===== config.mk =====
export PLATFORM = sky130hd
export DESIGN_NAME = dvi_rx_decode
export DESIGN_NICKNAME = d
export VERILOG_FILES = /design/src/rtl/dvi_rx_decode.sv
export SDC_FILE = /design/constraint.sdc
export NUM_CORES = 1
export LEC_CHECK = 0
export ABC_AREA = 1
export CAP_MARGIN = 20
export CORE_AREA = 2 2 60 62
export DETAILED_ROUTE_END_ITERATION = 8
export DIE_AREA = 0 0 62 64
export GPL_ROUTABILITY_DRIVEN = 0
export SETUP_SLACK_MARGIN = 0.5
export SYNTH_ARGS = -nofsm -noshare
export SYNTH_HDL_FRONTEND = slang
export SYNTH_SLANG_ARGS = --single-unit

===== constraint.sdc =====
create_clock -name clk -period 1.02 [get_ports clk]
set_input_delay 0.153 -clock clk [delete_from_list [all_inputs] [get_ports clk]]
set_output_delay 0.153 -clock clk [all_outputs]
set_load 0.05 [all_outputs]

===== src/rtl/dvi_rx_decode.sv =====
// dvi_rx_decode: TMDS decoder for one DVI receive channel.
//
// Takes one 10-bit TMDS word per pixel clock from the deserializer and
// recovers de, the data byte and the c0/c1 control bits through a fixed
// 2-register pipeline (in_d -> outputs in exactly 2 clocks, no stalls).
//
// Optional feature macro: DVI_RX_DECODE_ALIGN_EN
//   defined   : word-alignment FSM (SEARCH/SLIP/LOCKED) drives bitslip and
//               aligned from how reliably control tokens decode.
//   undefined : no FSM or counters; bitslip is tied 0 and aligned is 1 from
//               the first clock after reset (0 while in reset).
//
// Ports:
//   clk      in   1   pixel clock
//   reset_n  in   1   asynchronous active-low reset
//   in_d     in   10  TMDS word, bit 0 first on the wire
//   out_de   out  1   1 = out_d is pixel data, 0 = blanking
//   out_d    out  8   decoded data byte (00 on control words)
//   out_c0   out  1   control bit 0 (held during data words)
//   out_c1   out  1   control bit 1 (held during data words)
//   bitslip  out  1   one-cycle request to shift the deserializer by one bit
//   aligned  out  1   1 = alignment FSM in LOCKED
module dvi_rx_decode #(
  parameter int unsigned SEARCH_LEN   = 4096,
  parameter int unsigned CTRL_RUN     = 16,
  parameter int unsigned SLIP_WAIT    = 8,
  parameter int unsigned LOCK_TIMEOUT = 65535
) (
  input  logic       clk,
  input  logic       reset_n,
  input  logic [9:0] in_d,
  output logic       out_de,
  output logic [7:0] out_d,
  output logic       out_c0,
  output logic       out_c1,
  output logic       bitslip,
  output logic       aligned
);

  // Exact-match control token detector: returns {is_ctrl, c1, c0}.
  function automatic logic [2:0] ctrl_match(input logic [9:0] w);
    case (w)
      10'b1101010100: return 3'b100;
      10'b0010101011: return 3'b101;
      10'b0101010100: return 3'b110;
      10'b1010101011: return 3'b111;
      default:        return 3'b000;
    endcase
  endfunction

  // Inverse of the TMDS transition-minimising stage: bit 9 undoes the
  // DC-balance inversion, bit 8 selects XOR or XNOR chaining.
  function automatic logic [7:0] tmds_data(input logic [9:0] w);
    logic [7:0] t;
    logic [7:0] d;
    t    = w[9] ? ~w[7:0] : w[7:0];
    d    = '0;
    d[0] = t[0];
    for (int i = 1; i < 8; i++) begin
      d[i] = w[8] ? (t[i] ^ t[i-1]) : ~(t[i] ^ t[i-1]);
    end
    return d;
  endfunction

  logic [9:0] word_p1_q;
  logic       vld_p1_q;
  logic       ctrl_p1_q;
  logic [1:0] code_p1_q;
  logic       de_p2_q;
  logic [7:0] d_p2_q;
  logic       c0_p2_q;
  logic       c1_p2_q;

  // ---- stage 1: register the raw word and its control-token classification
  always_ff @(posedge clk) begin
    word_p1_q <= in_d;
  end

  always_ff @(posedge clk or negedge reset_n) begin
    if (!reset_n) begin
      vld_p1_q  <= 1'b0;
      ctrl_p1_q <= 1'b0;
      code_p1_q <= 2'b00;
    end else begin
      vld_p1_q               <= 1'b1;
      {ctrl_p1_q, code_p1_q} <= ctrl_match(in_d);
    end
  end

  // ---- stage 2: decoded outputs; the first post-reset cycle carries no word
  always_ff @(posedge clk or negedge reset_n) begin
    if (!reset_n) begin
      de_p2_q <= 1'b0;
      d_p2_q  <= 8'h00;
      c0_p2_q <= 1'b0;
      c1_p2_q <= 1'b0;
    end else if (vld_p1_q) begin
      if (ctrl_p1_q) begin
        de_p2_q            <= 1'b0;
        d_p2_q             <= 8'h00;
        {c1_p2_q, c0_p2_q} <= code_p1_q;
      end else begin
        de_p2_q <= 1'b1;
        d_p2_q  <= tmds_data(word_p1_q);
      end
    end
  end

  assign out_de = de_p2_q;
  assign out_d  = d_p2_q;
  assign out_c0 = c0_p2_q;
  assign out_c1 = c1_p2_q;

`ifdef DVI_RX_DECODE_ALIGN_EN
  localparam int unsigned IdleMax = (SEARCH_LEN > LOCK_TIMEOUT) ? SEARCH_LEN : LOCK_TIMEOUT;
  localparam int IdleW = $clog2(IdleMax + 1);
  localparam int RunW  = $clog2(CTRL_RUN + 1);
  localparam int SlipW = $clog2(SLIP_WAIT + 1);

  typedef enum logic [1:0] {S_SEARCH, S_SLIP, S_LOCKED} state_e;

  function automatic logic [31:0] sat_inc(input logic [31:0] v, input logic [31:0] lim);
    return (v >= lim) ? v : v + 32'd1;
  endfunction

  state_e           state_q;
  logic [IdleW-1:0] idle_q;
  logic [RunW-1:0]  run_q;
  logic [SlipW-1:0] slip_q;
  logic             bitslip_q;
  logic             aligned_q;
  logic [IdleW-1:0] idle_d;
  logic [RunW-1:0]  run_d;
  logic [SlipW-1:0] slip_d;
  logic             ctrl_seen;
  logic             data_seen;

  always_comb begin
    idle_d    = IdleW'(sat_inc(32'(idle_q), IdleMax));
    run_d     = RunW'(sat_inc(32'(run_q), CTRL_RUN));
    slip_d    = SlipW'(sat_inc(32'(slip_q), SLIP_WAIT));
    ctrl_seen = vld_p1_q & ctrl_p1_q;
    data_seen = vld_p1_q & ~ctrl_p1_q;
  end

  // Transitions fire on the edge where a counter's next value reaches its
  // limit, so aligned rises together with the output of the CTRL_RUN-th
  // token. A control word always takes precedence over an idle limit.
  always_ff @(posedge clk or negedge reset_n) begin
    if (!reset_n) begin
      state_q   <= S_SEARCH;
      idle_q    <= '0;
      run_q     <= '0;
      slip_q    <= '0;
      bitslip_q <= 1'b0;
      aligned_q <= 1'b0;
    end else begin
      bitslip_q <= 1'b0;
      case (state_q)
        S_SEARCH: begin
          if (ctrl_seen) begin
            idle_q <= '0;
            if (run_d == RunW'(CTRL_RUN)) begin
              state_q   <= S_LOCKED;
              aligned_q <= 1'b1;
              run_q     <= '0;
            end else begin
              run_q <= run_d;
            end
          end else if (data_seen) begin
            run_q <= '0;
            if (idle_d == IdleW'(SEARCH_LEN)) begin
              state_q   <= S_SLIP;
              bitslip_q <= 1'b1;
              idle_q    <= '0;
              slip_q    <= '0;
            end else begin
              idle_q <= idle_d;
            end
          end
        end
        S_SLIP: begin
          // Deserializer is settling: input ignored, no further slips.
          if (slip_d == SlipW'(SLIP_WAIT)) begin
            state_q <= S_SEARCH;
            slip_q  <= '0;
            idle_q  <= '0;
            run_q   <= '0;
          end else begin
            slip_q <= slip_d;
          end
        end
        S_LOCKED: begin
          if (ctrl_seen) begin
            idle_q <= '0;
          end else if (idle_d == IdleW'(LOCK_TIMEOUT)) begin
            state_q   <= S_SEARCH;
            aligned_q <= 1'b0;
            idle_q    <= '0;
            run_q     <= '0;
          end else begin
            idle_q <= idle_d;
          end
        end
        default: state_q <= S_SEARCH;
      endcase
    end
  end

  assign bitslip = bitslip_q;
  assign aligned = aligned_q;
`else
  logic        aligned_q;
  logic [31:0] unused_cfg;

  always_ff @(posedge clk or negedge reset_n) begin
    if (!reset_n) begin
      aligned_q <= 1'b0;
    end else begin
      aligned_q <= 1'b1;
    end
  end

  assign unused_cfg = 32'(SEARCH_LEN ^ CTRL_RUN ^ SLIP_WAIT ^ LOCK_TIMEOUT);
  assign bitslip    = 1'b0;
  assign aligned    = aligned_q;
`endif

endmodule

## Yosys cells after proc, flatten, opt, wreduce, memory -nomap -nowiden

Index checks and enable logic that the tools add are counted.

| word-level totals | value |
|---|---|
| flip-flop bits (word level) | 25 |
| input port bits | 12 |
| output and inout bits | 13 |
| word-level logic and storage cells | 39 |

| operators by class | value |
|---|---|
| equality and inequality tests | 4 |
| muxes and demuxes | 11 |
| bitwise gates (word level) | 15 |
| reduce and logical (&&, ||, !) cells | 1 |

Operator list:

| operator | count |
|---|---|
| 10-bit equality test, second input constant | 2 |
| 8-bit 2-to-1 mux | 2 |
| 3-bit case mux with 4 select lines | 1 |
| 10-bit by 8-bit equality test with 1-bit output, second input constant | 1 |
| 10-bit by 9-bit equality test with 1-bit output, second input constant | 1 |
| 1-bit 2-to-1 mux | 8 |
| 8-bit NOT | 1 |
| 1-bit NOT | 7 |
| 1-bit XOR | 7 |
| 2-bit AND reduction | 1 |

## Depth between registers and ports, before layout

Gate-level depths: netlist of the first run.

| depth | value |
|---|---|
| word-level depth | 6 |
| depth in mapped cells | 7 |
| gate-level depth less buffers | 6 |

## Least setup slack after synthesis of the first run

No wires, ideal clock.

| timing | value |
|---|---|
| kind | register to register |
| start | register aligned (netlist name) |
| end | register d_p2_q[0], in the netlist out_d[0] |
| library setup time | 0.076 ns |
| data arrival time | 1.167 ns |
| required time | 0.944 ns |
| setup slack | -0.223 ns |
| cell stages (with the launch flop) | 5 |
| buffers on the path | 0 |
| clock period less this slack | 1.243 ns |
| cells stage by stage | dfrtp_1 > inv_2 > nor2_4 > o21ai_1 > o21ai_1 |

RTL lines:

| item | RTL line | RTL |
|---|---|---|
| to (signal assigned) | 104 | `d_p2_q <= tmds_data(word_p1_q);` |
| to (decl) | 70 | `logic [7:0] d_p2_q;` |

## Worst setup path in the final report of the first run

| timing | value |
|---|---|
| start | register aligned_q, in the netlist aligned |
| end | output aligned |

RTL lines:

| item | RTL line | RTL |
|---|---|---|
| from (decl) | 213 | `logic aligned_q;` |
| from (signal assigned) | 218 | `aligned_q <= 1'b0;` |
| from (signal assigned) | 220 | `aligned_q <= 1'b1;` |
| to (decl) | 37 | `output logic aligned` |

No word-level cell between the ends.

==> results of run 1 <==
==> logic make-up after synthesis <==
kind of cell	share of synthesized area
AO/OA/AOI/OAI	0.0171
buffers and inverters	0.0771
AND/OR/NAND/NOR	0.313
multiplexers	0.0220
flip-flops	0.563
other	0.00735
==> power breakdown <==
group / internal, W / switching (W) / total (W) / leakage (nW)
registers: 0.00105 / 0.0000600 / 0.00111 / 0.259
logic: 0.000253 / 0.000300 / 0.000552 / 0.514
clock network: 0.000146 / 0.000265 / 0.000411 / 0.0177
==> cell type report <==
class	instances	area, um^2	share of cell area
multi-input cells	83	409	0.263
clock inverters	1	5.00	0.00322
well taps	46	57.6	0.0371
clock buffers	3	22.5	0.0145
flip-flops and latches	25	591	0.380
inverters	17	96.3	0.0620
repair buffers	28	372	0.239
==> critical path, delay by kind of cell, from the launching register on <==
family	cells	cell delay, ps
buf+inv	2	250
flops	1	430
==> sequential cells by signal, indices dropped and copies added (netlist names) <==
| register | flops |
|---|---|
| aligned | 1 |
| ctrl_p1_q | 1 |
| out_c0 | 1 |
| out_de | 1 |
| out_c1 | 1 |
| code_p1_q | 2 |
| out_d | 8 |
| word_p1_q | 10 |
==> cell usage in the layout (no fill, tap or decap), types with 3 or more instances in the layout <==
cell type	instances
clkbuf_4	3
dfrtp_1	4
inv_1	12
buf_4	3
dfrtp_2	11
nor2_2	4
clkbuf_2	3
dfxtp_1	9
nand3_1	15
nand2_1	46
nand3_2	3
buf_2	3
buf_12	13
==> what timing repair did <==
item                                    in CTS  in global routing
hold endpoints to repair                     0                  3
pin swaps                                    1                  5
setup buffers                                3                  0
endpoints found under the setup margin      29                 26
resized for setup                           26                 13
==> per-stage QoR <==
step | worst slack (ps) | instance area (um^2) | std cells | total power [W]
6_report | -119 | 1550 | 203 | 0.00208
5_1_grt | -166 | 1550 | 203 | 0.00221
2_1_floorplan | -57.1 | 1080 | 127 | 0.00138
3_5_place_dp | -213 | 1480 | 196 | 0.00167
4_1_cts | -134 | 1560 | 203 | 0.00211
3_3_place_gp | -204 | 1480 | 196 | 0.00166
==> per-layer routing <==
metal	vias to the layer above	global-route usage	routed length, um
met5	-	0	0
met3	2	0.0243	60
met1	381	0.140	859
met2	16	0.194	1040
met4	0	0.0559	31
li1	453	-	-
==> worst min-delay path by stage <==
| stage | startpoint | endpoint | depth (start not counted) |
|---|---|---|---|
| 3_3_place_gp | reset_n | ctrl_p1_q | 2 |
| 5_1_grt | in_d[5] | word_p1_q[5] | 1 |
| 6_report | in_d[5] | word_p1_q[5] | 1 |
| 4_1_cts | in_d[7] | word_p1_q[7] | 1 |
| 3_5_place_dp | reset_n | out_d[0] | 2 |
| 2_1_floorplan | reset_n | aligned | 0 |
==> flow_summary.json, run 1 <==
{
  "drc": 0,
  "netlist_area_um2": 1020,
  "r2r_slack_ps": -70,
  "io_pins": 25,
  "rsz0062_at_grt": "yes",
  "fp.dieW_um": 62,
  "async_flop_share": 0.600,
  "grt_use_total": 0.118,
  "yosys_warnings": 0,
  "crit_start": "aligned",
  "cts_buffers": 3,
  "worstPathMaxFanout": 2,
  "synth.distinct_cells": 14,
  "critPathLaunchType": "flop",
  "rows": 21,
  "status": "finished with violations",
  "crit_path_end": "aligned",
  "maxSlewViolCount": 0,
  "syn_nets": 139,
  "clock.fmax_mhz": 878,
  "layout.nets": 170,
  "cts.path.max_buffers": 2,
  "drive_gt1_frac": 0.369,
  "setup_slack_ps": -119,
  "hold_viol": 3,
  "synth_top_area_cell": "dfrtp_1",
  "r2r_end": "out_c0",
  "cts_hold_buf": 0,
  "r2r_cells": 3,
  "whs_ps": -27.0,
  "ys_top_cells_by_count": "nand2_1 (49), nand3_1 (18), dfrtp_1 (15), inv_1 (15), dfxtp_1 (10)",
  "power.density_nw_per_um2": 1340,
  "syn_avg_cell_area_um2": 8.05,
  "final_core_util": 0.473,
  "maxCapViolCount": 0,
  "setup_viol": 16,
  "period_share": 1.12,
  "seq_area_frac_synth": 0.563,
  "dp_hpwl_mm": 1.64,
  "hold_path.class": "input port to flop",
  "peakVddDrop_mv": 0.494,
  "drt-total-wl_mm": 1.99,
  "clk_latency_ps": 300,
  "synth.top_cell.area_share": 0.367,
  "crit_path_cell_trace": "buf_6 > buf_12",
  "fin_tns_setup_ps": -611,
  "fin_crit_ps": 1140,
  "failed_checks": "hold timing, setup timing",
  "required_ps": 870,
  "cts_tree": "done",
  "dieHeight_um": 64,
  "slowest_delay_ps": 430,
  "grt_antenna_before_repair": 0,
  "dieArea_um2": 3970,
  "fillCellCount": 318,
  "diodes": 0,
  "synth_edf_count": 0,
  "synth_cells": 127,
  "numPortBuffers": 23,
  "viasPerCell": 4.20,
  "synth.most_common_cell": "nand2_1",
  "cts.sinks": 25,
  "drt_iter0_markers": 17,
  "overflow": 0,
  "r2r_start": "aligned",
  "syn2layout_area_growth_pct": 51.9,
  "ys_seq_elements": 25,
  "synth_flop_cell": "dfrtp_1",
  "grt_pass1_wl_mm": 3.44,
  "critPathKind": "flop to primary output",
  "cp_slowest_cell": "dfrtp_2",
  "grt_max_degree": 16,
  "start_util": 0.311,
  "root_buffer": "clkbuf_4",
  "antenna_left": 0,
  "leakagePower_nw": 0.791,
  "first_global_vias": 776,
  "finClkSkew_ps": 2.97,
  "dr_total_vias": 852,
  "core_area_um2": 3280,
  "drt_pass1_iterations": 3,
  "yosys-top-cells-area": "dfrtp_1 (37%), dfxtp_1 (20%), nand2_1 (18%), nand3_1 (8.8%), inv_1 (5.5%)",
  "wl_per_cell_um": 9.81,
  "crit_path_end_kind": "primary output",
  "clkTransAtPathRegs_ps": 120,
  "critical_path_arrival_ps": 990,
  "htreeDepth": 1
}
(Power assumes the default switching activity.)
==> run 2, diff against run 1 <==
CORE_AREA = 2 2 50 52   (was 2 2 60 62)
DIE_AREA = 0 0 52 54   (was 0 0 62 64)
PLACE_DENSITY = 0.74   (was default)
==> flow_summary.json, run 2 (synthesized netlist as in run 1, its figures left out) <==
{
  "diodes": 0,
  "largest_reg_flops": 10,
  "overflow": 0,
  "setup_slack_ps": -118,
  "min_path_cells": 1,
  "start_util": 0.441,
  "cts_buffers": 3,
  "grt_pass1_wl_mm": 3.47,
  "critical_path_arrival_ps": 990,
  "drt_pass1_iterations": 5,
  "slowest_delay_ps": 430,
  "r2r_cells": 3,
  "dp_hpwl_mm": 1.58,
  "wl_per_cell_um": 11.0,
  "regMostFlops": "word_p1_q",
  "cts.sinks": 25,
  "pre_cts_ws_ps": -242,
  "numPortBuffers": 23,
  "final_common_cell": "nand2_1",
  "first_global_vias": 830,
  "power.density_nw_per_um2": 1340,
  "worstPathMaxFanout": 2,
  "maxCapViolCount": 0,
  "drc": 0,
  "critPathKind": "flop to primary output",
  "grt_max_degree": 16,
  "fp.dieW_um": 52,
  "critPathLaunchType": "flop",
  "rows": 18,
  "hold_viol": 3,
  "syn2layout_area_growth_pct": 52.5,
  "dieArea_um2": 2810,
  "rsz0062_at_grt": "yes",
  "layout.nets": 175,
  "crit_path_cell_trace": "buf_6 > buf_12",
  "cp_slowest_cell": "dfrtp_2",
  "hold_path.class": "input port to flop",
  "clk_latency_ps": 300,
  "grt_use_total": 0.173,
  "hp-start": "in_d[5]",
  "htreeDepth": 1,
  "dr_wl_met3_um": 100,
  "r2r_start": "aligned",
  "stdcell_area_um2": 1560,
  "clkTransAtPathRegs_ps": 120,
  "cts.path.max_buffers": 2,
  "leakagePower_nw": 0.810,
  "setup_viol": 14,
  "drt_iter0_markers": 19,
  "hold_path_end": "word_p1_q[5]",
  "r2r_end": "out_c0",
  "root_buffer": "clkbuf_4",
  "whs_ps": -24.4,
  "place_area_um2": 1470,
  "peakVddDrop_mv": 0.868,
  "wl_met1_um": 767,
  "path_buf_inv": 2,
  "top_layer": "met4",
  "clock.fmax_mhz": 879,
  "grt_antenna_before_repair": 0,
  "maxSlewViolCount": 0,
  "fin_crit_ps": 1140,
  "cp.depth": 2,
  "layout_common_cells": "nand2_1 (46), nand3_1 (18), inv_1 (12), buf_12 (12), dfrtp_2 (11)",
  "core_area_um2": 2320,
  "status": "finished with violations",
  "cts_hold_buf": 0,
  "drt-total-wl_mm": 2.11,
  "dieHeight_um": 54,
  "dr_total_vias": 912,
  "period_share": 1.12,
  "r2r_slack_ps": -50,
  "antenna_left": 0,
  "io_pins": 25,
  "failed_checks": "hold timing, setup timing",
  "fillCellCount": 179,
  "required_ps": 870,
  "drive_gt1_frac": 0.377,
  "dr_wl_met2_mm": 1.23,
  "viasPerCell": 4.75,
  "finClkSkew_ps": 2.34,
  "crit_path_end_kind": "primary output",
  "cts_tree": "done",
  "cp_top_family": "flip-flops"
}
[run 2: changes by cell type in the layout (fill, tap and decap cells not counted), sizes merged]
cell | previous run | this run
clkbuf | 6 | 8
buf | 20 | 25
clkinv | 1 | 0
dlygate4sd2 | 2 | 1
[run 2: repair_timing]
item                                    CTS  global route
resized for setup                        31            13
endpoints found under the hold margin     0             4
endpoints found under the setup margin   28            26
setup buffers                             6             1
pin swaps                                 4             5
[run 2: how the worst max path moves through the flow]
stage             from         to
2_1_floorplan  aligned   out_d[0]
3_3_place_gp   in_d[1]  ctrl_p1_q
3_5_place_dp   in_d[1]  ctrl_p1_q
4_1_cts        aligned    aligned
5_1_grt        aligned    aligned
6_report       aligned    aligned
[run 2: stage by stage]
stage	utilization	TNS, ps	cells	hold slack [ps]	power, W
4_1_cts	0.671	-724	191	22.2	0.00210
3_3_place_gp	0.634	-478	181	483	0.00166
2_1_floorplan	-	-191	127	-143	0.00138
3_5_place_dp	0.634	-654	181	484	0.00167
6_report	0.672	-563	192	-24.4	0.00209
5_1_grt	0.672	-1140	192	-38.4	0.00219
[run 2: where the power goes]
part,switching (W),internal [W],total [W]
clock network,0.000260,0.000153,0.000413
registers,0.0000614,0.00105,0.00111
logic,0.000300,0.000261,0.000561
total,0.000622,0.00146,0.00209
[run 2: layout make-up]
cell class | count | area, um^2 | area share
multi-input combinational | 83 | 403 | 0.258
clock buffer | 4 | 26.3 | 0.0169
inverter | 17 | 98.8 | 0.0634
timing repair buffer | 33 | 400 | 0.257
sequential | 25 | 593 | 0.380
tap | 30 | 37.5 | 0.0241
[run 2: metal layers]
layer | up-vias | track usage
met5 | - | 0
li1 | 461 | -
met4 | 0 | 0.0789
met1 | 417 | 0.170
met3 | 2 | 0.0278
met2 | 32 | 0.350
